===== src/rtl/fifo_readout.sv =====
// ---------------------------------------------------------------------------
// fifo_readout
//
// Consumer-side readout engine for a 32-bit FIFO that has a registered read
// port. It pops one word at a time, waits one cycle for the FIFO read data,
// and then sends that word MSB-first on a framed serial link.
//
// Optional feature: define FIFO_READOUT_PARITY_EN to add an even-parity bit
// after the LSB of every frame. The frame is then WIDTH+1 bits long. When the
// macro is undefined, the frame is exactly WIDTH bits and no parity logic is
// built.
//
// Parameters:
//   WIDTH       FIFO word width and number of data bits per frame (>= 2)
//   CNTW        width of the delivered-word counter
//
// Ports:
//   clock       single rising-edge clock
//   reset       asynchronous, active-high; clears all state
//   enable      allows new pops; a word already in progress always completes
//   fifo_empty  FIFO Empty flag (registered inside the FIFO)
//   fifo_dout   FIFO DOut; valid in the cycle after fifo_read, 0 otherwise
//   fifo_read   FIFO Read; one single-cycle pulse per word
//   ser_ready   sink accepts the bit on any edge where ser_ready & ser_frame
//   ser_data    serial bit, MSB first
//   ser_frame   high while frame bits are being presented
//   busy        high whenever the engine is not idle
//   word_count  number of words fully delivered; wraps
// ---------------------------------------------------------------------------
module fifo_readout #(
  parameter int WIDTH = 32,
  parameter int CNTW  = 16
) (
  input  logic             clock,
  input  logic             reset,
  input  logic             enable,
  input  logic             fifo_empty,
  input  logic [WIDTH-1:0] fifo_dout,
  output logic             fifo_read,
  input  logic             ser_ready,
  output logic             ser_data,
  output logic             ser_frame,
  output logic             busy,
  output logic [CNTW-1:0]  word_count
);

`ifdef FIFO_READOUT_PARITY_EN
  localparam int PBITS = 1;
`else
  localparam int PBITS = 0;
`endif

  // The shift register holds the whole frame. When parity is enabled, the
  // parity bit sits below the LSB so that it leaves the register last.
  localparam int SHW = WIDTH + PBITS;
  localparam int BCW = $clog2(SHW + 1);
  localparam logic [BCW-1:0] LAST_BIT = BCW'(SHW - 1);

  typedef enum logic [1:0] {
    IDLE  = 2'd0,
    POP   = 2'd1,
    WAIT  = 2'd2,
    SHIFT = 2'd3
  } state_t;

`ifdef FIFO_READOUT_PARITY_EN
  // Even parity over the data bits: XOR of all of them.
  function automatic logic even_parity(input logic [WIDTH-1:0] w);
    return ^w;
  endfunction
`endif

  state_t           state_q,      state_d;
  logic [BCW-1:0]   bit_cnt_q,    bit_cnt_d;
  logic [SHW-1:0]   shift_q,      shift_d;
  logic             fifo_read_q,  fifo_read_d;
  logic             ser_data_q,   ser_data_d;
  logic             ser_frame_q,  ser_frame_d;
  logic             busy_q,       busy_d;
  logic [CNTW-1:0]  word_count_q, word_count_d;
  logic [SHW-1:0]   capture_s;

`ifdef FIFO_READOUT_PARITY_EN
  assign capture_s = {fifo_dout, even_parity(fifo_dout)};
`else
  assign capture_s = fifo_dout;
`endif

  // Next-state and next-output logic; every register holds unless told otherwise.
  always_comb begin
    state_d      = state_q;
    bit_cnt_d    = bit_cnt_q;
    shift_d      = shift_q;
    fifo_read_d  = 1'b0;
    ser_data_d   = ser_data_q;
    ser_frame_d  = ser_frame_q;
    word_count_d = word_count_q;

    case (state_q)
      IDLE: begin
        // fifo_empty is looked at only here. The POP/WAIT/SHIFT sequence
        // always gives its lagging update time to settle.
        if (enable && !fifo_empty) begin
          fifo_read_d = 1'b1;
          state_d     = POP;
        end else begin
          state_d     = IDLE;
        end
      end
      POP: begin
        state_d = WAIT;
      end
      WAIT: begin
        // fifo_dout is valid now because of the FIFO's one-cycle read latency.
        shift_d     = capture_s;
        ser_data_d  = capture_s[SHW-1];
        ser_frame_d = 1'b1;
        bit_cnt_d   = {BCW{1'b0}};
        state_d     = SHIFT;
      end
      SHIFT: begin
        if (ser_ready) begin
          shift_d   = {shift_q[SHW-2:0], 1'b0};
          bit_cnt_d = bit_cnt_q + BCW'(1'b1);
          if (bit_cnt_q == LAST_BIT) begin
            ser_frame_d  = 1'b0;
            ser_data_d   = 1'b0;
            word_count_d = word_count_q + CNTW'(1'b1);
            state_d      = IDLE;
          end else begin
            ser_data_d   = shift_q[SHW-2];
          end
        end else begin
          state_d = SHIFT;
        end
      end
      default: begin
        state_d     = IDLE;
        ser_frame_d = 1'b0;
        ser_data_d  = 1'b0;
      end
    endcase

    busy_d = (state_d != IDLE);
  end

  // State and output registers; reset aborts any frame in flight.
  always_ff @(posedge clock or posedge reset) begin
    if (reset) begin
      state_q      <= IDLE;
      bit_cnt_q    <= {BCW{1'b0}};
      shift_q      <= {SHW{1'b0}};
      fifo_read_q  <= 1'b0;
      ser_data_q   <= 1'b0;
      ser_frame_q  <= 1'b0;
      busy_q       <= 1'b0;
      word_count_q <= {CNTW{1'b0}};
    end else begin
      state_q      <= state_d;
      bit_cnt_q    <= bit_cnt_d;
      shift_q      <= shift_d;
      fifo_read_q  <= fifo_read_d;
      ser_data_q   <= ser_data_d;
      ser_frame_q  <= ser_frame_d;
      busy_q       <= busy_d;
      word_count_q <= word_count_d;
    end
  end

  assign fifo_read  = fifo_read_q;
  assign ser_data   = ser_data_q;
  assign ser_frame  = ser_frame_q;
  assign busy       = busy_q;
  assign word_count = word_count_q;

endmodule

===== config.mk =====
export PLATFORM = sky130hd
export DESIGN_NAME = fifo_readout
export DESIGN_NICKNAME = d
export VERILOG_FILES = /design/src/rtl/fifo_readout.sv
export SDC_FILE = /design/constraint.sdc
export NUM_CORES = 1
export LEC_CHECK = 0
export CAP_MARGIN = 10
export CORE_ASPECT_RATIO = 0.9
export CORE_MARGIN = 4
export CORE_UTILIZATION = 40
export DETAILED_ROUTE_END_ITERATION = 16
export PLACE_DENSITY_LB_ADDON = 0.2
export SYNTH_ARGS = -nofsm -noshare
export SYNTH_HDL_FRONTEND = slang
export SYNTH_SLANG_ARGS = --single-unit

===== constraint.sdc =====
create_clock -name clock -period 2.76 [get_ports clock]
set_input_delay 0.414 -clock clock [delete_from_list [all_inputs] [get_ports clock]]
set_output_delay 0.414 -clock clock [all_outputs]
set_load 0.05 [all_outputs]

[After elaboration in Yosys (flattened, before gate mapping)]
Cells that the tools add are included.
W data, S select, Z words.
Cells by class
  reductions and logical operators: 8
  add/subtract/negate cells: 2
  equal/unequal tests: 6
  multiplexer cells: 16
Operator list (number)
  $pmux W31 S2: 1
  $mux W31: 1
  $add A16 B1 Y16 const B: 1
  $pmux W6 S2: 1
  $pmux W2 S4: 1
  $mux W1: 7
  $add A6 B1 Y6 const B: 1
  $eq A6 B5 Y1 const B: 1
  $mux W6: 1
  $reduce_and A3 Y1: 2
  $eq A2 B2 Y1 const B: 2
  $mux W2: 2
  $ne A2 B2 Y1 const B: 2
  $pmux W1 S2: 2
  $reduce_bool A2 Y1: 2
  $eq A2 B1 Y1 const B: 1
  $logic_not A2 Y1: 1
  $reduce_and A2 Y1: 1
  $logic_and A1 B1 Y1: 1
  $logic_not A1 Y1: 1
Word-level totals
  output and inout bits: 20
  input port bits: 37
  logic and storage cells: 40
  bits in registers: 59

[Logic depth before layout (Yosys ltp)]
Gate-level depths: netlist of the first run.
  depth after elaboration: 5
  gate-level depth with buffers: 7
  mapped depth without buffers: 5

[Worst setup path after synthesis of the first run]
Ideal clock, no wire load.
  kind: reg2reg
  start point: reg word_count_q[2] (netlist: word_count[2])
  end point: reg word_count_q[15] (netlist: word_count[15])
  buffers on the path: 0
  setup slack: 1.095 ns
  data required time: 2.678 ns
  cell stages (with the launch flop): 5
  library setup time: 0.082 ns
  clock period less this slack: 1.665 ns
  data arrival time: 1.583 ns
  cells stage by stage: dfrtp_1 and4_1 nand3_2 nor4_4 xor2_1
On the way
  cells in the longest elaborated chain, start to end: 1
RTL lines
  start: declaration: line 80  | logic [CNTW-1:0] word_count_q, word_count_d;
  start signal: assignment: line 157  | word_count_q <= {CNTW{1'b0}};
  start signal: assignment: line 166  | word_count_q <= word_count_d;
  $add A16 B1 Y16: line 128  | word_count_d = word_count_q + CNTW'(1'b1);
No other way between the ends.
A chain may end at the register's enable or synchronous reset.

[Worst setup path after layout of the first run]
  start point: reg word_count_q[9] (netlist: word_count[9])
  end point: out word_count[9]
RTL lines
  end: declaration: line 44  | output logic [CNTW-1:0] word_count
No word-level cell between the ends.

==> summary.md, run 1 <==
| Metric | Value |
|---|---|
| Status | `finished clean` |
| Met2 GRT Util | `21.1%` |
| Crit path arrival time | `1600 ps` |
| Syn Nets | `293` |
| FILL cells | `620` |
| CP Max Fanout | `5` |
| CTS root buf | `clkbuf_8` |
| Final min period | `2020 ps` |
| DR iter-0 viols | `81` |
| Seq/Total Area, Yosys | `54.4%` |
| Core box area | `6590 um^2` |
| Die area | `8170 um^2` |
| Total track usage | `14.1%` |
| Lkg Pwr | `0.00150 uW` |
| Critical Path Max Stage Delay | `840 ps` |
| IO Port Bufs | `56` |
| Clk pin slew, worst setup/hold paths | `70 ps` |
| Max Slew Vio Count | `0` |
| Nature of the critical path startpoint | `flop` |
| Post-layout nets | `350` |
| Initial Utilization | `41.2%` |
| Antenna diode count | `0` |
| Die height | `86.1 um` |
| Final setup vio count | `0` |
| CP cell instances | `clkdlybuf4s50_1` |
| Layout cells sized above 1 | `9.49%` |
| Setup TNS | `0 ps` |
| Syn avg cell area | `10.7 um^2` |
| CTS tree | `built` |
| Unique cell type count in the Yosys netlist | `35` |
| Max cap viols | `0` |
| Vias/cell | `4.84` |
| Synth Warn # | `0` |
| Final worst slack | `743 ps` |
| Cts bufs inserted | `9` |
| # resized after CTS | `0` |
| Clk_lat worst skew | `330 ps` |
| Setup repair bufs after CTS | `0` |
| Clk buf depth | `2` |
| Met1 Usage GRT | `19.4%` |
| H-tree depth | `3` |
| RSZ-0062 raised after global routing | `false` |
| CTS sink cnt | `59` |
| Busiest grt layer | `met2` |
| Antenna violations before repair | `0` |
| Post-Synthesis Cells | `254` |
| Gr ovfl total | `0` |
| Hold buffer count at CTS | `0` |
| P&R area growth vs syn | `32.1%` |
| Avg WL per Cell | `13.1 um` |
| Achievable frequency | `0.496 GHz` |
| Die W | `94.8 um` |
| Met3 Track Usage GR | `3.33%` |
| Global-route wire length before repair | `8980 um` |
| Dominant cell type by area after synthesis | `dfrtp_1` |
| DP Worst Slack | `548 ps` |
| DRC | `0` |
| Worst-Margin Slew | `574 ps` |
| Critical path class | `flop to output pin` |
| Worst Path Buf+Inv | `1` |
| Post-route clock period utilization | `73.1%` |
| # rows | `28` |
| Synth top area share | `54.4%` |
| DR vias | `1966` |
| Largest net degree at the start of global routing | `63` |
| Worst hold path type | `input port to asynchronous set/reset pin` |
| Synth top area cells | `dfrtp_1 54%, mux2i_1 11%, o21ai_0 6.5%` |
| Post-Route Skew | `8.03 ps` |
| Slew headroom | `61.6%` |
| Required time of the critical path | `2350 ps` |
| Hpwl dp | `3700 um` |
| First-pass DRT Iterations | `4` |
| Antenna Nets Post-Route | `0` |
| Setup crit end kind | `output pin` |
| Worst path top cell family by delay | `buffers and inverters` |
| Reg2reg setup slack | `980 ps` |
| Mapped cell area | `2710 um^2` |
| Pwr/cell area | `582 nW/um^2` |
| Slowest CP cell | `clkdlybuf4s50_1` |
| Final GP Congestion | `0.725` |
| VDD IR-drop max | `0.000266 V` |
| Final Hold Fails | `0` |
| Post-synthesis register bit count | `59` |
| Number of global-route vias before repair | `1925` |
| Total wire length | `5330 um` |
| I/O pins | `57` |
per-layer routing:
metal,up-vias,wire length [um]
li1,985,-
met5,-,0
met2,38,2370
met1,932,2580
met3,11,263
met4,0,112
cells in the mapped netlist:
library cell  count
buf_4             2
o22ai_1           1
and4b_2           1
clkbuf_1          3
xnor2_1           5
nor2b_1           1
o211ai_1          1
nand2b_1          2
mux2_2            1
o31ai_1           1
dfrtp_1          59
nand2_1          46
nand3_1           9
nor2_1           10
nor4b_1           1
a21oi_1           1
buf_2             8
a21o_1            1
o21bai_1          1
ha_1              2
nor3_1            5
and3_1            1
mux2i_1          30
o21ai_0          35
xor2_1           10
nor4_4            1
buf_6             1
nor3b_2           1
and2_1            1
inv_1             4
nand4_1           3
nand4_4           2
nand3_2           1
and4_1            2
nor2_2            1
cell type report:
class	count	area, um^2	area share [%]
Sequential cell	59	1480	41.2
Tap cell	90	113	3.14
Timing Repair Buffer	60	616	17.2
Inverter	4	15.0	0.419
Clock buffer	12	165	4.61
Multi-Input combinational cell	177	1150	32.1
Clock inverter	4	47.5	1.33
flip-flops by register name, indices dropped and copies added, names as in the netlist:
name	cells
shift_q	31
word_count	16
bit_cnt_q	6
state_q	2
busy	1
fifo_read	1
ser_data	1
ser_frame	1
report_power, final:
| group | switching (uW) | internal, uW | leakage (uW) |
|---|---|---|---|
| registers | 70.0 | 949 | 0.000781 |
| logic | 124 | 120 | 0.000613 |
| clock network | 336 | 488 | 0.000108 |
| total | 530 | 1560 | 0.00150 |
cell usage in the layout (no fill, tap or decap), types with 2 or more instances in the layout:
cell             instances
nand2b_1                 2
clkdlybuf4s50_1         56
buf_4                    2
clkinv_2                 2
nor2_1                  10
nand3_1                  9
nand4_1                  3
xnor2_1                  5
buf_12                   2
and4_1                   2
clkbuf_8                12
mux2i_1                 30
nor3_1                   5
nand4_4                  2
dfrtp_1                 59
ha_1                     2
xor2_1                  10
inv_1                    3
nand2_1                 45
o21ai_0                 35
final timing paths:
check,from,to,cells after the start
min,reset,word_count[9],2
max in group asynchronous,reset,shift_q[28],3
min reg2reg,word_count[15],word_count[15],1
max reg2reg,state_q[1],word_count[15],4
max,word_count[9],word_count[9],1
min in group clock,word_count[15],word_count[15],1
logic make-up (layout without fill, tap and decap cells):
group,count (synthesis),after routing,synth area share [%]
xor gates and xnor gates,15,15,4.84
adders and majority gates,2,2,0.922
muxes,31,31,11.5
AOI/OAI and AO/OA,41,41,7.98
buffers and inverters,18,80,3.41
and+or+nand+nor,88,88,17.0
DFF,59,59,54.4
through the flow:
step	total power, uW	area [um^2]	hold WS [ps]	cells	utilization [%]
6_report	2090	3580	442	406	54.4
5_1_grt	2190	3580	486	406	54.4
4_1_cts	2110	3580	462	406	54.4
3_5_place_dp	1280	3370	468	390	51.2
3_3_place_gp	1280	3370	462	390	51.2
2_1_floorplan	1170	2710	444	254	-
Note: power is estimated with default switching activity, not from simulation.
==> run 2, diff against run 1 <==
==> constraint.sdc (replaced) <==
create_clock -name clock -period 1.8 [get_ports clock]
set_input_delay 0.27 -clock clock [delete_from_list [all_inputs] [get_ports clock]]
set_output_delay 0.27 -clock clock [all_outputs]
set_load 0.05 [all_outputs]
==> run 2 against run 1 <==
Via count is 0.56% higher. Clock skew is 2.5 ps lower. Non-clock buffer count is 5 higher. Combinational power is 59% higher. Global-route usage is 1.1 points higher. Sequential share of layout area is 0.20 points lower. Cell area is 0.49% higher. First-iteration DRC count is 23% higher. Wire length is 5.2% higher. Largest power group unchanged. Utilization is 0.27 points higher. Critical path type unchanged. Worst setup slack worse by 670 ps. Clock-buffer cell count is 3 higher.
==> summary.md, run 2 (synthesized netlist as in run 1, its figures left out) <==
| Metric | Value |
|---|---|
| Antenna Nets Post-Route | `0 (unchanged)` |
| Core box area | `6590 um^2 (unchanged)` |
| Achievable frequency | `0.578 GHz` |
| FILL cells | `616 (-0.65%)` |
| Post-route clock period utilization | `96.1%` |
| Global-route wire length before repair | `9500 um (+5.8%)` |
| CTS root buf | `clkbuf_8` |
| Worst path top cell family by delay | `buffers and inverters` |
| VDD IR-drop max | `0.000418 V (+57%)` |
| Met3 Track Usage GR | `3.95% (+0.61 points)` |
| Clk pin slew, worst setup/hold paths | `60 ps (about the same)` |
| CP cell instances | `clkdlybuf4s50_1` |
| Setup repair bufs after CTS | `0 (unchanged)` |
| Cts bufs inserted | `9 (unchanged)` |
| Total wire length | `5610 um (+5.2%)` |
| Busiest grt layer | `met2` |
| Total track usage | `15.2% (+1.1 points)` |
| Multi-input gate area | `1160 um^2 (+0.43%)` |
| Most frequent cells in the layout | `59 x dfrtp_1, 45 x nand2_1, 37 x clkdlybuf4s50_1, 35 x o21ai_0, 30 x mux2i_1` |
| Die height | `86.1 um (unchanged)` |
| Number of global-route vias before repair | `2036 (+5.8%)` |
| DRC | `0 (unchanged)` |
| Setup crit end kind | `output pin` |
| Antenna diode count | `0 (unchanged)` |
| Lkg Pwr | `0.00156 uW (+3.7%)` |
| CTS tree | `built` |
| Final min period | `1730 ps` |
| Status | `finished clean` |
| Post-Route Skew | `5.56 ps (-2.48 ps)` |
| Worst hold path type | `input port to asynchronous set/reset pin` |
| Pwr/cell area | `859 nW/um^2 (+48%)` |
| Hpwl dp | `3890 um (+5.0%)` |
| Flip-flop and latch area | `1480 um^2 (unchanged)` |
| Final worst slack | `70.4 ps (-672 ps)` |
| Die W | `94.8 um (unchanged)` |
| Max cap viols | `0 (unchanged)` |
| Slowest CP cell | `clkdlybuf4s50_1` |
| Antenna violations before repair | `0 (unchanged)` |
| IO Port Bufs | `56 (unchanged)` |
| # resized after CTS | `1 (+1)` |
| P&R area growth vs syn | `32.7%` |
| Met1 Usage GRT | `20.7% (+1.2 points)` |
| Gr ovfl total | `0 (unchanged)` |
| Final setup vio count | `0 (unchanged)` |
| Slew headroom | `66.7% (+5.1 points)` |
| Crit path arrival time | `1460 ps (-140 ps)` |
| # rows | `28 (unchanged)` |
| Power, Total | `3090 uW (+48%)` |
| Post-layout nets | `355 (+1.4%)` |
| Largest net degree at the start of global routing | `60 (-4.8%)` |
| I/O pins | `57 (unchanged)` |
| Nature of the critical path startpoint | `flop` |
| Final Hold Fails | `0 (unchanged)` |
| CTS sink cnt | `59 (unchanged)` |
| Initial Utilization | `41.2% (unchanged)` |
| Hold buffer count at CTS | `0 (unchanged)` |
| DR vias | `1977 (+0.56%)` |
| Worst hold slack | `310 ps (-132 ps)` |
| RSZ-0062 raised after global routing | `false` |
| Max reg flops | `31 (unchanged)` |
| Max Slew Vio Count | `0 (unchanged)` |
| Met2 GRT Util | `22.1% (+1.0 points)` |
| Required time of the critical path | `1530 ps (-820 ps)` |
| Final GP Congestion | `0.837 (+15%)` |
| Clk buf depth | `2 (unchanged)` |
| H-tree depth | `3 (unchanged)` |
| Commonest non-fill, non-tap cell in the layout | `dfrtp_1` |
| Critical Path Max Stage Delay | `800 ps (-40 ps)` |
| Layout cells sized above 1 | `15.9% (+6.4 points)` |
| Worst-Margin Slew | `499 ps (-75.7 ps)` |
| Vias/cell | `4.81 (-0.66%)` |
| Final Util | `54.7% (+0.27 points)` |
| Avg WL per Cell | `13.6 um (+3.9%)` |
| CP Max Fanout | `1 (-4)` |
| DP Worst Slack | `-73.6 ps (-621 ps)` |
| Worst Path Buf+Inv | `1 (unchanged)` |
| Setup TNS | `0 ps (unchanged)` |
| Critical path class | `flop to output pin` |
| Clk_lat worst skew | `330 ps (about the same)` |
| Top reg by flops | `shift_q` |
| DR iter-0 viols | `100 (+23%)` |
| Die area | `8170 um^2 (unchanged)` |
| First-pass DRT Iterations | `4 (unchanged)` |
run 2: area by class of cell:
| class | instances | area share, % |
|---|---|---|
| Clock inverter | 1 | 0.139 |
| Inverter | 4 | 0.417 |
| Sequential cell | 59 | 41.0 |
| Timing Repair Buffer | 65 | 18.0 |
| Multi-Input combinational cell | 177 | 32.1 |
| Tap cell | 90 | 3.13 |
| Clock buffer | 15 | 5.18 |
run 2: worst reg2reg max path, delay by kind of cell (launching register included):
family	cells	cell delay, ps
xor gates and xnor gates	1	160
adders and majority gates	1	230
DFF	1	390
and+or+nand+nor	3	860
run 2: layer usage:
metal | routed length (um) | vias up
li1 | - | 1005
met5 | 0 | -
met1 | 2760 | 919
met4 | 134 | 0
met2 | 2490 | 41
met3 | 228 | 12
run 2: worst paths after layout:
| check | from | end | slack, ps | cells after the start |
|---|---|---|---|---|
| max in group asynchronous | reset | shift_q[16] | 1210 | 3 |
| max reg2reg | bit_cnt_q[0] | word_count[15] | 80 | 5 |
| min | reset | word_count[7] | 310 | 3 |
| min in group clock | word_count[15] | word_count[15] | 470 | 1 |
| min reg2reg | word_count[15] | word_count[15] | 470 | 1 |
| max | fifo_read | fifo_read | 70 | 1 |
run 2: power breakdown:
part	total (uW)	switching, uW	internal (uW)
registers	1570	110	1460
logic	387	196	190
clock network	1140	493	650
run 2: through the flow:
step,cell area (um^2),cells
after global placement,3400,395
after floorplan,2710,254
after detailed placement,3400,395
after global routing,3600,411
final,3600,411
after CTS,3590,411
==> run 3, diff against run 2 <==
--- a/config.mk
+++ b/config.mk
@@ -11,6 +11,7 @@
 export CORE_UTILIZATION = 40
 export DETAILED_ROUTE_END_ITERATION = 16
 export PLACE_DENSITY_LB_ADDON = 0.2
+export SLEW_MARGIN = 20
 export SYNTH_ARGS = -nofsm -noshare
 export SYNTH_HDL_FRONTEND = slang
 export SYNTH_SLANG_ARGS = --single-unit
==> results of run 3 <==
The final DEF is identical to that of run 2; final timing and power are the same.
